**src/rtl/final_add_pipe.sv**
```systemverilog
// -----------------------------------------------------------------------------
// final_add_pipe
//   Two-stage pipelined final adder for a multiplier compressor tree. The sum
//   row and the weight-aligned carry row are added in two halves: S1 adds the
//   low halves and keeps the upper halves, S2 adds the upper halves with the
//   S1 carry. Valid/ready handshakes on both sides give full throughput with
//   backpressure and no combinational path from row_a/row_b to prod.
//
//   Optional feature: define FINAL_ADD_CNT_EN to build a saturating 16-bit
//   counter of completed output transfers on txn_count. Without the macro
//   txn_count is tied to zero and no counter flops exist.
//
// Parameters
//   WIDTH      width of row_a, row_b and prod (even, >= 4)
// Ports
//   clk        clock, rising edge
//   rst_n      asynchronous active-low reset
//   in_valid   row_a/row_b hold a valid operand pair
//   in_ready   pair is accepted this cycle
//   row_a      sum row
//   row_b      carry row, already weight-aligned
//   out_valid  prod/cout hold a valid result
//   out_ready  consumer takes the result this cycle
//   prod       (row_a + row_b) mod 2^WIDTH
//   cout       carry out of bit WIDTH-1
//   txn_count  completed output transfers (0 unless FINAL_ADD_CNT_EN)
// -----------------------------------------------------------------------------
module final_add_pipe #(
  parameter int WIDTH = 16
) (
  input  logic             clk,
  input  logic             rst_n,
  input  logic             in_valid,
  output logic             in_ready,
  input  logic [WIDTH-1:0] row_a,
  input  logic [WIDTH-1:0] row_b,
  output logic             out_valid,
  input  logic             out_ready,
  output logic [WIDTH-1:0] prod,
  output logic             cout,
  output logic [15:0]      txn_count
);

  localparam int H = WIDTH / 2;

  // Stage 1: low-half sum, its carry, and the untouched upper halves.
  logic         r_s1_valid;
  logic [H-1:0] r_s1_lo_sum;
  logic         r_s1_lo_c;
  logic [H-1:0] r_s1_a_hi;
  logic [H-1:0] r_s1_b_hi;

  // Stage 2: complete result.
  logic             r_s2_valid;
  logic [WIDTH-1:0] r_s2_prod;
  logic             r_s2_cout;

  logic         w_out_xfer;
  logic         w_s2_adv;
  logic         w_s1_adv;
  logic [H:0]   w_lo_sum;
  logic [H:0]   w_hi_sum;

  // S2 may load whenever it is empty or its result leaves this cycle; S1 may
  // load whenever it is empty or S2 is taking its contents. in_ready therefore
  // never looks at in_valid, and a full pipe can accept and emit on one edge.
  assign w_out_xfer = r_s2_valid & out_ready;
  assign w_s2_adv   = ~r_s2_valid | w_out_xfer;
  assign w_s1_adv   = ~r_s1_valid | w_s2_adv;
  assign in_ready   = w_s1_adv;

  // One extra bit on each half-add captures its carry.
  assign w_lo_sum = {1'b0, row_a[H-1:0]} + {1'b0, row_b[H-1:0]};
  assign w_hi_sum = {1'b0, r_s1_a_hi} + {1'b0, r_s1_b_hi} + {{H{1'b0}}, r_s1_lo_c};

  // NOTE: sequential state is updated only with non-blocking assignments so
  // every flop samples pre-edge values regardless of process order.
  // NOTE: data registers are reset along with the valid bits so prod/cout read
  // zero during reset rather than leftover values.
  always_ff @(posedge clk or negedge rst_n) begin
    if (!rst_n) begin
      r_s1_valid  <= 1'b0;
      r_s1_lo_sum <= '0;
      r_s1_lo_c   <= 1'b0;
      r_s1_a_hi   <= '0;
      r_s1_b_hi   <= '0;
    end else if (w_s1_adv) begin
      r_s1_valid  <= in_valid;
      r_s1_lo_sum <= w_lo_sum[H-1:0];
      r_s1_lo_c   <= w_lo_sum[H];
      r_s1_a_hi   <= row_a[WIDTH-1:H];
      r_s1_b_hi   <= row_b[WIDTH-1:H];
    end
  end

  always_ff @(posedge clk or negedge rst_n) begin
    if (!rst_n) begin
      r_s2_valid <= 1'b0;
      r_s2_prod  <= '0;
      r_s2_cout  <= 1'b0;
    end else if (w_s2_adv) begin
      r_s2_valid <= r_s1_valid;
      r_s2_prod  <= {w_hi_sum[H-1:0], r_s1_lo_sum};
      r_s2_cout  <= w_hi_sum[H];
    end
  end

  assign out_valid = r_s2_valid;
  assign prod      = r_s2_prod;
  assign cout      = r_s2_cout;

`ifdef FINAL_ADD_CNT_EN
  logic [15:0] r_txn_count;

  // Saturates so a long run never wraps back to a small count.
  always_ff @(posedge clk or negedge rst_n) begin
    if (!rst_n) begin
      r_txn_count <= '0;
    end else if (w_out_xfer && (r_txn_count != 16'hFFFF)) begin
      r_txn_count <= r_txn_count + 16'd1;
    end
  end

  assign txn_count = r_txn_count;
`else
  assign txn_count = '0;
`endif

endmodule
```
**config.mk**
```make
export PLATFORM = sky130hd
export DESIGN_NAME = final_add_pipe
export DESIGN_NICKNAME = d
export VERILOG_FILES = /design/src/rtl/final_add_pipe.sv
export SDC_FILE = /design/constraint.sdc
export NUM_CORES = 1
export LEC_CHECK = 0
export CAP_MARGIN = 10
export CORE_MARGIN = 2
export CORE_UTILIZATION = 51
export CTS_BUF_LIST = sky130_fd_sc_hd__clkbuf_4
export CTS_CLUSTER_SIZE = 16
export DETAILED_ROUTE_END_ITERATION = 16
export GPL_ROUTABILITY_DRIVEN = 0
export PLACE_DENSITY = 0.87
export SLEW_MARGIN = 5
export SYNTH_ARGS = -nofsm -noshare
export SYNTH_HDL_FRONTEND = slang
export SYNTH_SLANG_ARGS = --single-unit
```
**constraint.sdc**
```tcl
create_clock -name clk -period 3.7 [get_ports clk]
set_input_delay 0.555 -clock clk [delete_from_list [all_inputs] [get_ports clk]]
set_output_delay 0.555 -clock clk [all_outputs]
set_load 0.01 [all_outputs]
```
; Yosys cells after proc, flatten, opt, wreduce, memory -nomap -nowiden
; Cells that the tools add are included.
[word_totals]
elab_cells = 16
reg_bits = 44
inputBits = 36
[classes]
bitwise_logic = 5
addsub = 3
[ops]
columns = operator, count
row1 = adder 8 x 8 -> 9 bit, 2
row2 = adder 9 x 1 -> 9 bit, 1
row3 = inverter 1 bit, 2
row4 = OR 1 bit, 2
row5 = bitwise AND 1 bit, 1

; Depth between registers and ports, before layout
; Gate-level depths: netlist (run 1).
[depth]
ltp_word = 3
ltp_mapped = 7
depth_no_buf = 7

; Least setup slack after synthesis (run 1)
; Ideal clock, no wire load.
[synth_timing]
kind = flip-flop to flip-flop
from = register r_s1_lo_c
to = register r_s2_prod[14], in the netlist prod[14]
path_slack_ns = 1.636
setup_time_ns = 0.135
n_path_buf = 0
stages_incl_launch_ff = 8
arrival_time_ns = 1.928
period_less_slack_ns = 2.064
required_time_ns = 3.565
path_cell_list = dfrtp_1 -> fa_1 -> fa_1 -> a21oi_1 -> o211ai_1 -> a21oi_1 -> xnor2_1 -> o21ai_0
[synth_via]
elab_chain_len = 1
[synth_rtl]
columns = item, line
row1 = from (decl), 49  ; logic r_s1_lo_c;
row2 = from (signal assigned), 90  ; r_s1_lo_c <= w_lo_sum[H];
row3 = adder 9 x 1 -> 9 bit, 74  ; assign w_hi_sum = {1'b0, r_s1_a_hi} + {1'b0, r_s1_b_hi} + {{H{1'b0}}, r_s1_lo_c};
row4 = to (signal assigned), 103  ; r_s2_prod <= {w_hi_sum[H-1:0], r_s1_lo_sum};
row5 = to (decl), 55  ; logic [WIDTH-1:0] r_s2_prod;
; Every way passes these cells.
; A chain may end at the register's enable or synchronous reset.

; Worst setup path in the final report (run 1)
[layout_timing]
from = input port out_ready
to = output port in_ready
[layout_via]
elab_chain_len = 3
[layout_rtl]
columns = item, line
row1 = from (decl), 38  ; input logic out_ready,
row2 = bitwise AND 1 bit, 67  ; assign w_out_xfer = r_s2_valid & out_ready;
row3 = OR 1 bit, 68  ; assign w_s2_adv = ~r_s2_valid | w_out_xfer;
row4 = OR 1 bit, 69  ; assign w_s1_adv = ~r_s1_valid | w_s2_adv;
row5 = to (decl), 34  ; output logic in_ready,
; Every way passes these cells.

==> flow_metrics.py, run 1 <==
metrics = {
    "sta": {
        "worst_slew_margin_rel_pct": 37.68,
        "fin_worst_skew_ns": 0.005367,
        "clock.fmax_mhz": 379.1,
        "rsz0062_at_grt": "no",
        "finalSetupViolCount": 0,
        "final_number_of_max_transition_violations": 0,
        "final-hold-violation-count": 0,
        "fin_crit_sh_pct": 71.28,
        "totalNegativeSetupSlack_ns": 0,
        "fin_crit_ns": 2.638,
        "timing_worst_slew_pin_value_ns": 0.9348,
    },
    "critical_path": {
        "end_kind": "output pin",
        "crit_fanout": 28,
        "crit_arrival_ns": 2.08,
        "list_of_cells_traversed_by_the_critical_path": "clkdlybuf4s50_1 > nor2b_1 > and2_1 > inv_4 > clkdlybuf4s50_1",
        "critPathKind": "input pin to output pin",
        "slowest_delay_ns": 0.59,
        "worst_r2r_path_depth": 7,
        "worst-endpoint-required_ns": 3.14,
        "critical-path-top-delay-family": "buffers and inverters",
        "worst_path_most_repeated_cell": "sky130_fd_sc_hd__clkdlybuf4s50_1",
        "worst_r2r_endpoint": "prod[14]",
        "startpoint_type": "input pin",
        "cpMaxStageDelayCell": "sky130_fd_sc_hd__clkdlybuf4s50_1",
        "critPathBufInv": 3,
        "r2r_start": "r_s1_lo_c",
        "r2r_setup_slack_ns": 1.41,
    },
    "global_route": {
        "global_routing_usage_summed_across_all_routing_layers_pct": 19.54,
        "vias_in_the_first_global_route": 1824,
        "antenna_found_initial": 0,
        "overflow": 0,
        "grt_max_degree": 45,
        "grt_first_pass_wirelength_um": 8135,
    },
    "yosys": {
        "async_reset_ff_share_pct": 100.0,
        "synth_cell_types": 35,
        "synth_area_leaders": "sky130_fd_sc_hd__dfrtp_1 46%, sky130_fd_sc_hd__nand2_1 15%, sky130_fd_sc_hd__ha_1 7.8%",
        "mappedNetlistArea_mm2": 0.002409,
        "seq_area_frac_synth_pct": 45.71,
        "syn_area_per_cell_um2": 8.888,
        "syn_inst": 271,
        "yosysWarningCount": 0,
        "number_of_flops_mapped_to_enable_cells_by_yosys": 0,
        "netlist.area_leader.share_pct": 45.71,
        "post-synth-top-area-cell": "sky130_fd_sc_hd__dfrtp_1",
        "ys_seq_elements": 44,
        "top_reg_cell_synth": "sky130_fd_sc_hd__dfrtp_1",
    },
    "routing": {
        "wl_per_cell_um": 12.40,
        "detail-route-antenna-nets": 0,
        "drtPass1Iterations": 4,
        "drt_iter0_drc": 157,
        "route.detailed.vias_per_inst": 5.108,
        "routed_wl_um": 4712,
        "detailroute.via_count": 1941,
        "drt_drc_violations_left": 0,
    },
    "die": {
        "die_width_um": 72.72,
        "std_cell_rows": 25,
        "die-area_mm2": 0.005288,
        "core_region_area_mm2": 0.004629,
        "die_height_um": 72.72,
        "pin_count": 71,
        "floorplan.initialDensity_pct": 52.03,
    },
    "cts": {
        "cts_max_level": 2,
        "post-cts-setup-buffers": 0,
        "numClockSinks": 44,
        "post_cts_resize_count": 0,
        "cts.path.max_buffers": 2,
        "clk-insertion-delay-late_ns": 0.35,
        "post_cts_hold_buffer_count": 0,
        "worst_setup_hold_path_clk_slew_ns": 0.12,
        "cts_tree": "done",
        "cts_root_buffer": "sky130_fd_sc_hd__clkbuf_4",
        "cts_inserted_buffers": 5,
    },
    "power_and_ir_drop": {
        "power-per-cell-area_mw_per_mm2": 459.8,
        "power_w": 0.001380,
        "peakVddDrop_mv": 0.1928,
        "power_leakage_nw": 1.443,
    },
    "final_layout": {
        "postLayoutCoreUtil_pct": 64.84,
        "nets": 379,
        "area_growth_pct": 24.62,
        "final_layout_size_suffix_gt1_share_pct": 4.294,
        "num_antenna_cells": 0,
    },
    "run": {
        "max_cap_viols": 0,
    },
    "hold_path": {
        "hold_class": "input pin to async pin",
    },
    "placement": {
        "place_hpwl_um": 3582,
        "io_buffers": 54,
    },
    "run_status": {
        "run_status": "complete, no violations",
    },
}
per-stage QoR:
stage / hold slack (ns) / cell area, um2 / setup WS [ns] / instances
2_1_floorplan: 0.2594 / 2465 / 1.636 / 286
3_3_place_gp: 0.4399 / 2922 / 1.079 / 372
3_5_place_dp: 0.4412 / 2922 / 1.047 / 372
4_1_cts: 0.3647 / 3002 / 1.060 / 380
5_1_grt: 0.4018 / 3002 / 0.9808 / 380
6_report: 0.3368 / 3002 / 1.062 / 380
cell families (layout without fill, tap and decap cells):
group	Yosys count	in the layout	synth area share, %
compound gates	44	44	11.84
xor+xnor	8	8	2.909
fa+ha+maj	18	18	10.29
buf+inv	31	71	7.896
flops	44	44	45.71
mux	1	1	0.4156
other cells	1	16	0.1557
simple gates	124	124	20.78
how the worst max path moves through the flow:
stage                          from         to  slack, ns  cells past startpoint
after detailed placement   row_a[0]  r_s1_lo_c       1.05                      8
after CTS                 out_ready   in_ready       1.06                      5
after global placement    out_ready   in_ready       1.08                      5
final                     out_ready   in_ready       1.06                      5
after floorplan           r_s1_lo_c   prod[14]       1.64                      7
after global routing      out_ready   in_ready       0.98                      5
worst register-to-register path, cell delays in order, from the launching register on:
cell and delay, ns:
sky130_fd_sc_hd__dfrtp_1 0.42, sky130_fd_sc_hd__fa_1 0.49, sky130_fd_sc_hd__fa_1 0.43, sky130_fd_sc_hd__a21oi_1 0.20, sky130_fd_sc_hd__o211ai_1 0.15, sky130_fd_sc_hd__a21oi_1 0.27
sky130_fd_sc_hd__xnor2_1 0.15, sky130_fd_sc_hd__o21ai_0 0.08
synthesized netlist by cell type (all sizes together) (2+ instances only):
master and count:
a21oi 12, buf 20, nand2 96, a31oi 4, dfrtp 44, o21ai 15
inv 7, nor3 6, nand2b 3, xor2 4, xnor2 4, a21o 2
fa 3, a211oi 4, nor2 13, ha 15, clkbuf 4, nand3b 2
registers in the layout, summed over array words and instances, names as in the netlist:
signal and flops:
r_s1_b_hi 8, r_s1_lo_sum 8, r_s1_valid 1, cout 1, r_s1_a_hi 8, r_s1_lo_c 1
out_valid 1, prod 16
final cells by class:
| class | instances | area, um2 |
|---|---|---|
| well taps | 54 | 67.56 |
| flip-flops and latches | 44 | 1101 |
| repair buffers | 56 | 550.5 |
| clock buffers | 6 | 45.04 |
| clock inverters | 2 | 35.03 |
| multi-input cells | 211 | 1174 |
| fillers | 371 | 1628 |
| inverters | 7 | 28.78 |
metal layers:
metal	part of all wire, %	GRT usage, %	wire [um]	vias to the layer above
met5	0	0	0	-
met4	2.3	8.230	107	0
met3	5.7	3.729	268	10
met2	50	32.02	2345	78
met1	42	25.43	1991	883
li1	-	-	-	970
report_power, final:
group / internal (W) / total [W] / switching (W)
clock network: 0.000149 / 0.000297 / 0.000148
logic: 0.000236 / 0.000456 / 0.000220
registers: 0.000572 / 0.000627 / 0.0000552
total: 0.000957 / 0.00138 / 0.000423
cell usage in the layout (no fill, tap or decap), types with 2 or more instances in the layout:
cell type                          n
sky130_fd_sc_hd__conb_1           16
sky130_fd_sc_hd__nand3b_1          2
sky130_fd_sc_hd__nor3_1            6
sky130_fd_sc_hd__a31oi_1           4
sky130_fd_sc_hd__a21o_1            2
sky130_fd_sc_hd__fa_1              3
sky130_fd_sc_hd__a21oi_1          12
sky130_fd_sc_hd__o21ai_0          15
sky130_fd_sc_hd__buf_4             2
sky130_fd_sc_hd__nor2_1           13
sky130_fd_sc_hd__dfrtp_1          44
sky130_fd_sc_hd__xor2_1            4
sky130_fd_sc_hd__a211oi_1          3
sky130_fd_sc_hd__inv_1             6
sky130_fd_sc_hd__nand2b_1          3
sky130_fd_sc_hd__xnor2_1           4
sky130_fd_sc_hd__clkbuf_4          6
sky130_fd_sc_hd__ha_1             15
sky130_fd_sc_hd__clkdlybuf4s50_1  53
sky130_fd_sc_hd__nand2_1          96
Note: power is estimated with default switching activity, not from simulation.
==> run 2: changes to the inputs <==
--- a/config.mk
+++ b/config.mk
@@ -7,12 +7,12 @@
 export LEC_CHECK = 0
 export CAP_MARGIN = 10
 export CORE_MARGIN = 2
-export CORE_UTILIZATION = 51
+export CORE_UTILIZATION = 49
 export CTS_BUF_LIST = sky130_fd_sc_hd__clkbuf_4
 export CTS_CLUSTER_SIZE = 16
 export DETAILED_ROUTE_END_ITERATION = 16
 export GPL_ROUTABILITY_DRIVEN = 0
-export PLACE_DENSITY = 0.87
+export PLACE_DENSITY = 0.84
 export SLEW_MARGIN = 5
 export SYNTH_ARGS = -nofsm -noshare
 export SYNTH_HDL_FRONTEND = slang
==> constraint.sdc (replaced) <==
create_clock -name clk -period 2.7 [get_ports clk]
set_input_delay 0.405 -clock clk [delete_from_list [all_inputs] [get_ports clk]]
set_output_delay 0.405 -clock clk [all_outputs]
set_load 0.01 [all_outputs]
==> flow_metrics.py, run 2 (same netlist as run 1, synthesis figures left out) <==
metrics = {
    "sta": {
        "final_number_of_max_transition_violations": 0,
        "finalSetupViolCount": 0,
        "final-hold-violation-count": 0,
        "worst_slew_margin_rel_pct": 37.91,
        "fin_worst_skew_ns": 0.004359,
        "totalNegativeSetupSlack_ns": 0,
        "fin_crit_ns": 2.330,
        "timing_worst_slew_pin_value_ns": 0.9313,
        "rsz0062_at_grt": "no",
        "fin_crit_sh_pct": 86.31,
        "clock.fmax_mhz": 429.1,
    },
    "final_layout": {
        "final_cell_mix": "96 x sky130_fd_sc_hd__nand2_1, 53 x sky130_fd_sc_hd__clkdlybuf4s50_1, 44 x sky130_fd_sc_hd__dfrtp_1",
        "largest_register_ff_count": 16,
        "final_layout_size_suffix_gt1_share_pct": 4.281,
        "mostFrequentLayoutCell": "sky130_fd_sc_hd__nand2_1",
        "nets": 380,
        "num-fill-cells": 397,
        "num_antenna_cells": 0,
        "postLayoutCoreUtil_pct": 63.55,
        "area_growth_pct": 24.62,
    },
    "routing": {
        "drt_iter0_drc": 68,
        "routed_wl_um": 4552,
        "drt_drc_violations_left": 0,
        "drtPass1Iterations": 5,
        "detailroute.via_count": 1871,
        "route.detailed.vias_per_inst": 4.749,
        "wl_per_cell_um": 11.55,
        "detail-route-antenna-nets": 0,
    },
    "power_and_ir_drop": {
        "peakVddDrop_mv": 0.2201,
        "power-per-cell-area_mw_per_mm2": 598.6,
        "power_leakage_nw": 1.426,
    },
    "critical_path": {
        "end_kind": "flop",
        "crit_arrival_ns": 2.57,
        "crit_fanout": 3,
        "critPathKind": "flop to flop",
        "worst-endpoint-required_ns": 2.94,
        "startpoint_type": "flop",
    },
    "die": {
        "core_region_area_mm2": 0.004723,
        "die_width_um": 74.11,
        "die_height_um": 74.11,
        "die-area_mm2": 0.005492,
        "std_cell_rows": 25,
        "pin_count": 71,
        "floorplan.initialDensity_pct": 50.99,
    },
    "cts": {
        "post_cts_hold_buffer_count": 0,
        "cts_root_buffer": "sky130_fd_sc_hd__clkbuf_4",
        "post_cts_resize_count": 0,
        "clk-insertion-delay-late_ns": 0.36,
        "cts_tree": "done",
        "cts_max_level": 2,
        "numClockSinks": 44,
        "cts.path.max_buffers": 2,
        "cts_inserted_buffers": 5,
        "post-cts-setup-buffers": 0,
        "worst_setup_hold_path_clk_slew_ns": 0.13,
    },
    "global_route": {
        "vias_in_the_first_global_route": 1766,
        "overflow": 0,
        "grt_max_degree": 45,
        "antenna_found_initial": 0,
        "global_routing_usage_summed_across_all_routing_layers_pct": 18.58,
        "grt_first_pass_wirelength_um": 7755,
    },
    "run": {
        "max_cap_viols": 0,
    },
    "run_status": {
        "run_status": "complete, no violations",
    },
    "hold_path": {
        "hold_class": "input pin to async pin",
    },
    "placement": {
        "io_buffers": 54,
        "place_hpwl_um": 3622,
    },
}
run 2: cell type report:
class / count / area, um2 / share of cell area (%)
clock buffers: 5 / 37.54 / 1.251
clock inverters: 3 / 18.77 / 0.6253
inverters: 7 / 28.78 / 0.9587
multi-input cells: 211 / 1174 / 39.10
flip-flops and latches: 44 / 1101 / 36.68
well taps: 67 / 83.83 / 2.793
repair buffers: 57 / 558.0 / 18.59
run 2: worst paths after layout:
check | slack [ns] | end | startpoint | cells after the start
max in group asynchronous | 1.95 | prod[11] | rst_n | 1
min in group clk | 0.48 | prod[8] | prod[8] | 2
worst max-delay path | 0.37 | prod[14] | r_s1_lo_c | 7
worst min-delay path | 0.17 | prod[4] | rst_n | 1
worst max register to register | 0.37 | prod[14] | r_s1_lo_c | 7
worst min register to register | 0.48 | prod[8] | prod[8] | 2
run 2: report_power, final:
| group | internal, W | switching (W) |
|---|---|---|
| combinational | 0.000327 | 0.000306 |
| sequential | 0.000784 | 0.0000726 |
| clock | 0.0000981 | 0.000209 |
| total | 0.00121 | 0.000588 |
run 2: worst max-delay path: stages (launching register included):
cell and delay (ns):
sky130_fd_sc_hd__dfrtp_1 0.43, sky130_fd_sc_hd__fa_1 0.50, sky130_fd_sc_hd__fa_1 0.44, sky130_fd_sc_hd__a21oi_1 0.21, sky130_fd_sc_hd__o211ai_1 0.14, sky130_fd_sc_hd__a21oi_1 0.26, sky130_fd_sc_hd__xnor2_1 0.15, sky130_fd_sc_hd__o21ai_0 0.09
run 2: metal layers:
metal	GRT usage (%)	vias to the layer above	part of all wire, %
met1	22.95	841	46
met4	7.879	0	2.3
met3	3.794	9	4.4
li1	-	968	-
met5	0	-	0
met2	31.75	53	48
run 2: stage by stage:
stage               area, um2  hold slack, ns  power (W)  cells  setup slack (ns)
finish                   3002          0.1743   0.001797    394            0.3697
global placement         2945          0.4304   0.001479    386            0.3099
detailed placement       2945          0.4542   0.001508    386            0.2378
floorplan                2465          0.1094   0.001224    286            0.6364
CTS                      3002          0.2015   0.001812    394            0.3660
global route             3002          0.2518   0.001919    394            0.2622
